**config.mk**
```make
export PLATFORM = sky130hd
export DESIGN_NAME = decoder_2to4_flat
export DESIGN_NICKNAME = d
export VERILOG_FILES = /design/src/rtl/decoder_2to4_if.sv /design/src/rtl/decoder_2to4.sv /design/src/flat_wrapper.sv
export SDC_FILE = /design/constraint.sdc
export NUM_CORES = 1
export LEC_CHECK = 0
export CORE_AREA = 4 4 41 43
export CTS_BUF_LIST = sky130_fd_sc_hd__clkbuf_16
export CTS_CLUSTER_SIZE = 14
export DETAILED_ROUTE_END_ITERATION = 10
export DIE_AREA = 0 0 45 47
export GPL_ROUTABILITY_DRIVEN = 0
export HOLD_SLACK_MARGIN = 0.06
export SLEW_MARGIN = 25
export SYNTH_ARGS = -nofsm -noshare
export SYNTH_HDL_FRONTEND = slang
export SYNTH_SLANG_ARGS = --single-unit
```
**constraint.sdc**
```tcl
create_clock -name i_clk -period 1.5 [get_ports i_clk]
set_input_delay 0.3 -clock i_clk [delete_from_list [all_inputs] [get_ports i_clk]]
set_output_delay 0.3 -clock i_clk [all_outputs]
set_load 0.01 [all_outputs]
```
**src/rtl/decoder_2to4_if.sv**
```systemverilog
// decoder_2to4_if: bundles the index/enable inputs and the decoded outputs
// of decoder_2to4. The DUT side uses the slave modport and the driving side
// uses the master modport.
// Optional feature macro: DECODER_2TO4_HIT_CNT_EN adds the o_hit_cnt bus.
interface decoder_2to4_if #(
    parameter int CNT_WIDTH = 8
);
    logic [1:0] i_binary;
    logic       i_en;
    logic [3:0] o_one_hot;
    logic [3:0] o_one_hot_q;
    logic       o_valid_q;
`ifdef DECODER_2TO4_HIT_CNT_EN
    logic [4*CNT_WIDTH-1:0] o_hit_cnt;

    modport master (
        output i_binary,
        output i_en,
        input  o_one_hot,
        input  o_one_hot_q,
        input  o_valid_q,
        input  o_hit_cnt
    );

    modport slave (
        input  i_binary,
        input  i_en,
        output o_one_hot,
        output o_one_hot_q,
        output o_valid_q,
        output o_hit_cnt
    );
`else
    modport master (
        output i_binary,
        output i_en,
        input  o_one_hot,
        input  o_one_hot_q,
        input  o_valid_q
    );

    modport slave (
        input  i_binary,
        input  i_en,
        output o_one_hot,
        output o_one_hot_q,
        output o_valid_q
    );
`endif
endinterface

```
**src/rtl/decoder_2to4.sv**
```systemverilog
// decoder_2to4: 2-bit binary index to 4-bit one-hot decoder.
// o_one_hot is purely combinational. A registered copy (o_one_hot_q) and a
// one-cycle valid pulse (o_valid_q) are captured on edges where i_en is high.
// Optional feature macro: DECODER_2TO4_HIT_CNT_EN compiles in four saturating
// per-line hit counters driven out on o_hit_cnt.
module decoder_2to4 #(
    parameter int CNT_WIDTH = 8
) (
    input  logic           i_clk,
    input  logic           i_rst,
    decoder_2to4_if.slave  bus
);

    logic [3:0] w_one_hot;
    logic [3:0] r_one_hot_p1;
    logic       r_vld_p1;

    // Combinational decode; an X/Z index shifts to 4'bxxxx with no masking.
    always_comb begin
        w_one_hot = 4'b0001 << bus.i_binary;
    end

    assign bus.o_one_hot   = w_one_hot;
    assign bus.o_one_hot_q = r_one_hot_p1;
    assign bus.o_valid_q   = r_vld_p1;

    // Stage p1: capture the decoded word on enabled edges; valid is a per-sample pulse.
    always_ff @(posedge i_clk) begin
        if (i_rst) begin
            r_one_hot_p1 <= 4'b0000;
            r_vld_p1     <= 1'b0;
        end else begin
            r_vld_p1 <= bus.i_en;
            if (bus.i_en) begin
                r_one_hot_p1 <= w_one_hot;
            end
        end
    end

`ifdef DECODER_2TO4_HIT_CNT_EN
    localparam logic [CNT_WIDTH-1:0] CNT_MAX = {CNT_WIDTH{1'b1}};

    logic [CNT_WIDTH-1:0]   r_hit_cnt_p1 [4];
    logic [4*CNT_WIDTH-1:0] w_hit_cnt;

    // Increment that sticks at all-ones instead of wrapping to zero.
    function automatic logic [CNT_WIDTH-1:0] sat_inc(input logic [CNT_WIDTH-1:0] val);
        if (val == CNT_MAX) begin
            sat_inc = CNT_MAX;
        end else begin
            sat_inc = val + 1'b1;
        end
    endfunction

    // Stage p1: only the line selected by the decoded word counts, so at most one changes per edge.
    always_ff @(posedge i_clk) begin
        for (int k = 0; k < 4; k++) begin
            if (i_rst) begin
                r_hit_cnt_p1[k] <= '0;
            end else if (bus.i_en && w_one_hot[k]) begin
                r_hit_cnt_p1[k] <= sat_inc(r_hit_cnt_p1[k]);
            end
        end
    end

    // Pack the four counters, line k at bits [k*CNT_WIDTH +: CNT_WIDTH].
    always_comb begin
        w_hit_cnt = '0;
        for (int k = 0; k < 4; k++) begin
            w_hit_cnt[k*CNT_WIDTH +: CNT_WIDTH] = r_hit_cnt_p1[k];
        end
    end

    assign bus.o_hit_cnt = w_hit_cnt;
`else
    // No counters in this build; the combinational and registered paths above are unchanged.
`endif

endmodule

```
**src/flat_wrapper.sv**
```systemverilog
// flat-port wrapper written by rule: the top's interface ports become plain ports
module decoder_2to4_flat 
#(
    parameter int CNT_WIDTH = 8
)
  (i_clk, i_rst, bus_i_binary, bus_i_en, bus_o_one_hot, bus_o_one_hot_q, bus_o_valid_q);
  decoder_2to4_if #(.CNT_WIDTH(CNT_WIDTH)) bus_i ();
  input  logic i_clk;
  input  logic i_rst;
  input wire logic [$bits(bus_i.i_binary)-1:0] bus_i_binary;
  input wire logic [$bits(bus_i.i_en)-1:0] bus_i_en;
  output wire logic [$bits(bus_i.o_one_hot)-1:0] bus_o_one_hot;
  output wire logic [$bits(bus_i.o_one_hot_q)-1:0] bus_o_one_hot_q;
  output wire logic [$bits(bus_i.o_valid_q)-1:0] bus_o_valid_q;
  assign bus_i.i_binary = bus_i_binary;
  assign bus_i.i_en = bus_i_en;
  assign bus_o_one_hot = bus_i.o_one_hot;
  assign bus_o_one_hot_q = bus_i.o_one_hot_q;
  assign bus_o_valid_q = bus_i.o_valid_q;
  decoder_2to4 #(.CNT_WIDTH(CNT_WIDTH)) u_core (.i_clk(i_clk), .i_rst(i_rst), .bus(bus_i));
endmodule
```
======== After elaboration in Yosys (flattened, before gate mapping) ========
Index checks and enable logic that the tools add are counted.
operators by class
  shift operators ......................... 1
operators with widths
  kind                                              number
  left shift 1 x 2 -> 4 bit (first input constant)  1
storage, ports and cells
  register bits after elaboration ......... 5
  input port bits ......................... 5
  word-level logic and storage cells ...... 3

======== Logic depth before layout (Yosys ltp) ========
  depth after elaboration ................. 1
  depth in mapped cells ................... 2

======== Least setup slack after synthesis ========
OpenSTA, ideal clock, no wires.
  path type ............................... input port to output port
  from .................................... input bus_i_binary[0]
  to ...................................... output bus_o_one_hot[1]
  stages on the path ...................... 1
  buffers on the path ..................... 0
  path slack .............................. 670 ps
  arrival ................................. 530 ps
  path through ............................ nor2b_1
on the way
  cells in the longest elaborated chain, start to end .. 1
RTL lines
  element                    RTL line            RTL
  start, declared            flat_wrapper.sv:10  input wire logic [$bits(bus_i.i_binary)-1:0] bus_i_binary;
  left shift 1 x 2 -> 4 bit  decoder_2to4.sv:20  w_one_hot = 4'b0001 << bus.i_binary;
  end, declared              flat_wrapper.sv:12  output wire logic [$bits(bus_i.o_one_hot)-1:0] bus_o_one_hot;
No other way between the ends.

======== Worst setup path in the final report ========
  from .................................... register u_core.r_one_hot_p1[0], in the netlist u_core.bus.o_one_hot_q[0]
  to ...................................... output bus_o_one_hot_q[0]
RTL lines
  element                 RTL line            RTL
  start, declared         decoder_2to4.sv:15  logic [3:0] r_one_hot_p1;
  start signal, assigned  decoder_2to4.sv:35  r_one_hot_p1 <= w_one_hot;
  end, declared           flat_wrapper.sv:13  output wire logic [$bits(bus_i.o_one_hot_q)-1:0] bus_o_one_hot_q;
No word-level cell between the ends.

==> impl_metrics.ini <==
[cts]
cts_buffer_depth = 2
clkSinkCount = 5
cts_tree = yes
clk_latency_ns = 0.22
cts_root_buf = clkbuf_16
hold_buffers = 0
cts-buffers-inserted = 3
htree_num_levels = 1
postCtsSetupBuffers = 0
path_clk_slew_ns = 0.03

[setup_path]
required_ns = 1.20
cpPeakStageDelay_ns = 0.54
crit_arrival_ns = 1.09
r2r_cells = 2
critPathLaunchType = flop
critPathBufInv = 1
cp_slowest_cell = clkdlybuf4s50_1
r2r-end = u_core.bus.o_one_hot_q[1]
ff2ff_setup_slack_ns = 0.81
r2r_start = u_core.bus.o_one_hot_q[1]
path_cells = clkdlybuf4s50_1
path_class = reg -> out
cp-end-kind = output pin
worstPathMaxFanout = 2
cp_top_family = buffers and inverters

[routing]
drc = 0
wl_per_cell_um = 9.704
drt_iter0_markers = 1
vias_per_cell = 3.833
drtAntennaViolNets = 0
via_count = 207
first_pass_iters = 4
drt_wl_total_um = 524

[timing]
worst_slack_ns = 0.1144
period_minus_slack_ns = 1.386
min_period_over_period_pct = 92.38
setup_tns_ns = 0
drv_slew = 0
finalClockSkew_ns = 0
setup_viol = 0
finalHoldViolations = 0
worst_slew_pin_slew_ns = 0.2349
hold_slack_ns = 0.5839
fmax_ghz = 0.7217
rsz0062_at_grt = false
slew_headroom_pct = 84.29

[run_status]
status = finished, final reports clean

[pwr]
swShare_pct = 17.50
p_int_mw = 0.5252
max-vdd-ir-drop_uv = 604.5
p_leak_nw = 0.2434
clock_power_share_pct = 67.5
power_density_nw_per_um2 = 1353
power_switching_mw = 0.1114
combPwrFrac_pct = 10.2
pwr-share-seq_pct = 22.3

[hold_path]
hold_class = in -> reg
hold_path_depth = 4
holdCritStartpoint = bus_i_binary[1]
worstHoldEndpoint = u_core.bus.o_one_hot_q[1]

[yosys]
synth.top_cell.area_share_pct = 50.96
synth_cells = 18
yosys.area.top_type = dfxtp_1
synth-edff-count = 0
ys.flop_type = dfxtp_1
synthDistinctLibCells = 7
ys_seq_area_share_pct = 50.96
yosysMostFrequentCell = dfxtp_1
ys_top_cells_by_count = dfxtp_1 (5), a21o_1 (4), nor3b_1 (4), nor2b_1 (2)
netlist_top_cells_area = dfxtp_1 (51%), a21o_1 (15%), nor3b_1 (15%)
avgSynthCellArea_um2 = 10.91
synthesis.nets = 23
async_flop_share_pct = 0
ys_seq_elements = 5
syn_area_um2 = 196.4
yosys_warnings = 0

[cells_and_area]
diodes = 0
syn_to_final_growth_pct = 139.5
drive_gt1_share_pct = 30.77
fillCellCount = 142
final_nets = 45
fin_area_um2 = 470.5

[floorplan]
design.core.area_um2 = 1301
fp.dieW_um = 45
dieArea_um2 = 2115
rows = 13
start_util_pct = 15.10
num_io_pins = 14
fp.dieH_um = 47

[place]
post-place-ws_ns = -0.3678
dp_hpwl_um = 395.9
placedInstanceArea_um2 = 375.4
io_buffers = 13

[grt]
grt_first_pass_wirelength_um = 945
grt_max_degree = 6
antenna_found_initial = 0
grt.overflow.total = 0
grt_pass1_vias = 205
track_usage_pct = 7.041

[run]
max_cap_viol_count = 0
logic make-up (layout without fill, tap and decap cells):
group	count (synthesis)	in the layout	share of synthesized area, %
buffers and inverters	0	21	0
AO/OA/AOI/OAI	4	4	15.29
flip-flops	5	5	50.96
AND/OR/NAND/NOR	9	9	33.76
area by class of cell:
type	instances	area, um^2	share of cell area [%]
Clock buffer	3	75.07	15.96
Clock inverter	1	3.754	0.7979
Multi-Input combinational cell	13	106.4	22.61
Sequential cell	5	100.1	21.28
Tap cell	15	18.77	3.989
Timing Repair Buffer	17	166.4	35.37
routing by layer:
metal | vias up | share of wire (%) | GRT usage, %
met1 | 88 | 45 | 7.763
met3 | 0 | 18 | 8.046
met4 | 0 | 0 | 3.509
met5 | - | 0 | 0
li1 | 106 | - | -
met2 | 13 | 36 | 7.910
how the worst max path moves through the flow:
stage / start / end / slack (ns) / depth (start not counted)
3_5_place_dp: bus_i_binary[0] / bus_o_one_hot[1] / -0.37 / 3
2_1_floorplan: bus_i_binary[0] / bus_o_one_hot[1] / 0.67 / 1
4_1_cts: bus_i_binary[0] / bus_o_one_hot[1] / -0.09 / 3
3_3_place_gp: bus_i_binary[0] / bus_o_one_hot[1] / -0.36 / 3
6_report: u_core.bus.o_one_hot_q[0] / bus_o_one_hot_q[0] / 0.11 / 1
5_1_grt: u_core.bus.o_one_hot_q[0] / bus_o_one_hot_q[0] / 0.07 / 1
flip-flops by register name (all words and copies together), names as in the netlist:
name                    count
u_core.bus.o_one_hot_q      4
u_core.bus.o_valid_q        1
metrics by stage:
stage               power [mW]  utilization, %  std cells
floorplan               0.1625               -         18
global placement        0.2095           28.85         50
detailed placement      0.2094           28.85         50
CTS                     0.6447           34.90         54
global route            0.6755           36.15         54
finish                  0.6366           36.15         54
power by group through the flow:
stage / sequential (mW) / clock (mW) / combinational, mW
finish: 0.142 / 0.430 / 0.0650
global placement: 0.144 / 0 / 0.0659
detailed placement: 0.144 / 0 / 0.0658
CTS: 0.142 / 0.440 / 0.0631
floorplan: 0.146 / 0 / 0.0162
global route: 0.143 / 0.462 / 0.0710
what timing repair did:
action,in CTS,in global routing
pin swaps,0,0
resized for setup,8,6
endpoints found under the setup margin,4,4
placed cells by master (no fill, tap or decap):
cell type and count:
clkdlybuf4s50_1 7, dfxtp_1 5, nor3b_1 4, a21o_1 4, buf_4 4, clkbuf_16 3
nor2b_4 2, dlymetal6s2s_1 2, clkdlybuf4s15_2 2, nor2b_2 1, and2_1 1, nor2_1 1
inv_1 1, dlygate4sd2_1 1, clkdlybuf4s15_1 1
Note: power is estimated with default switching activity, not from simulation.
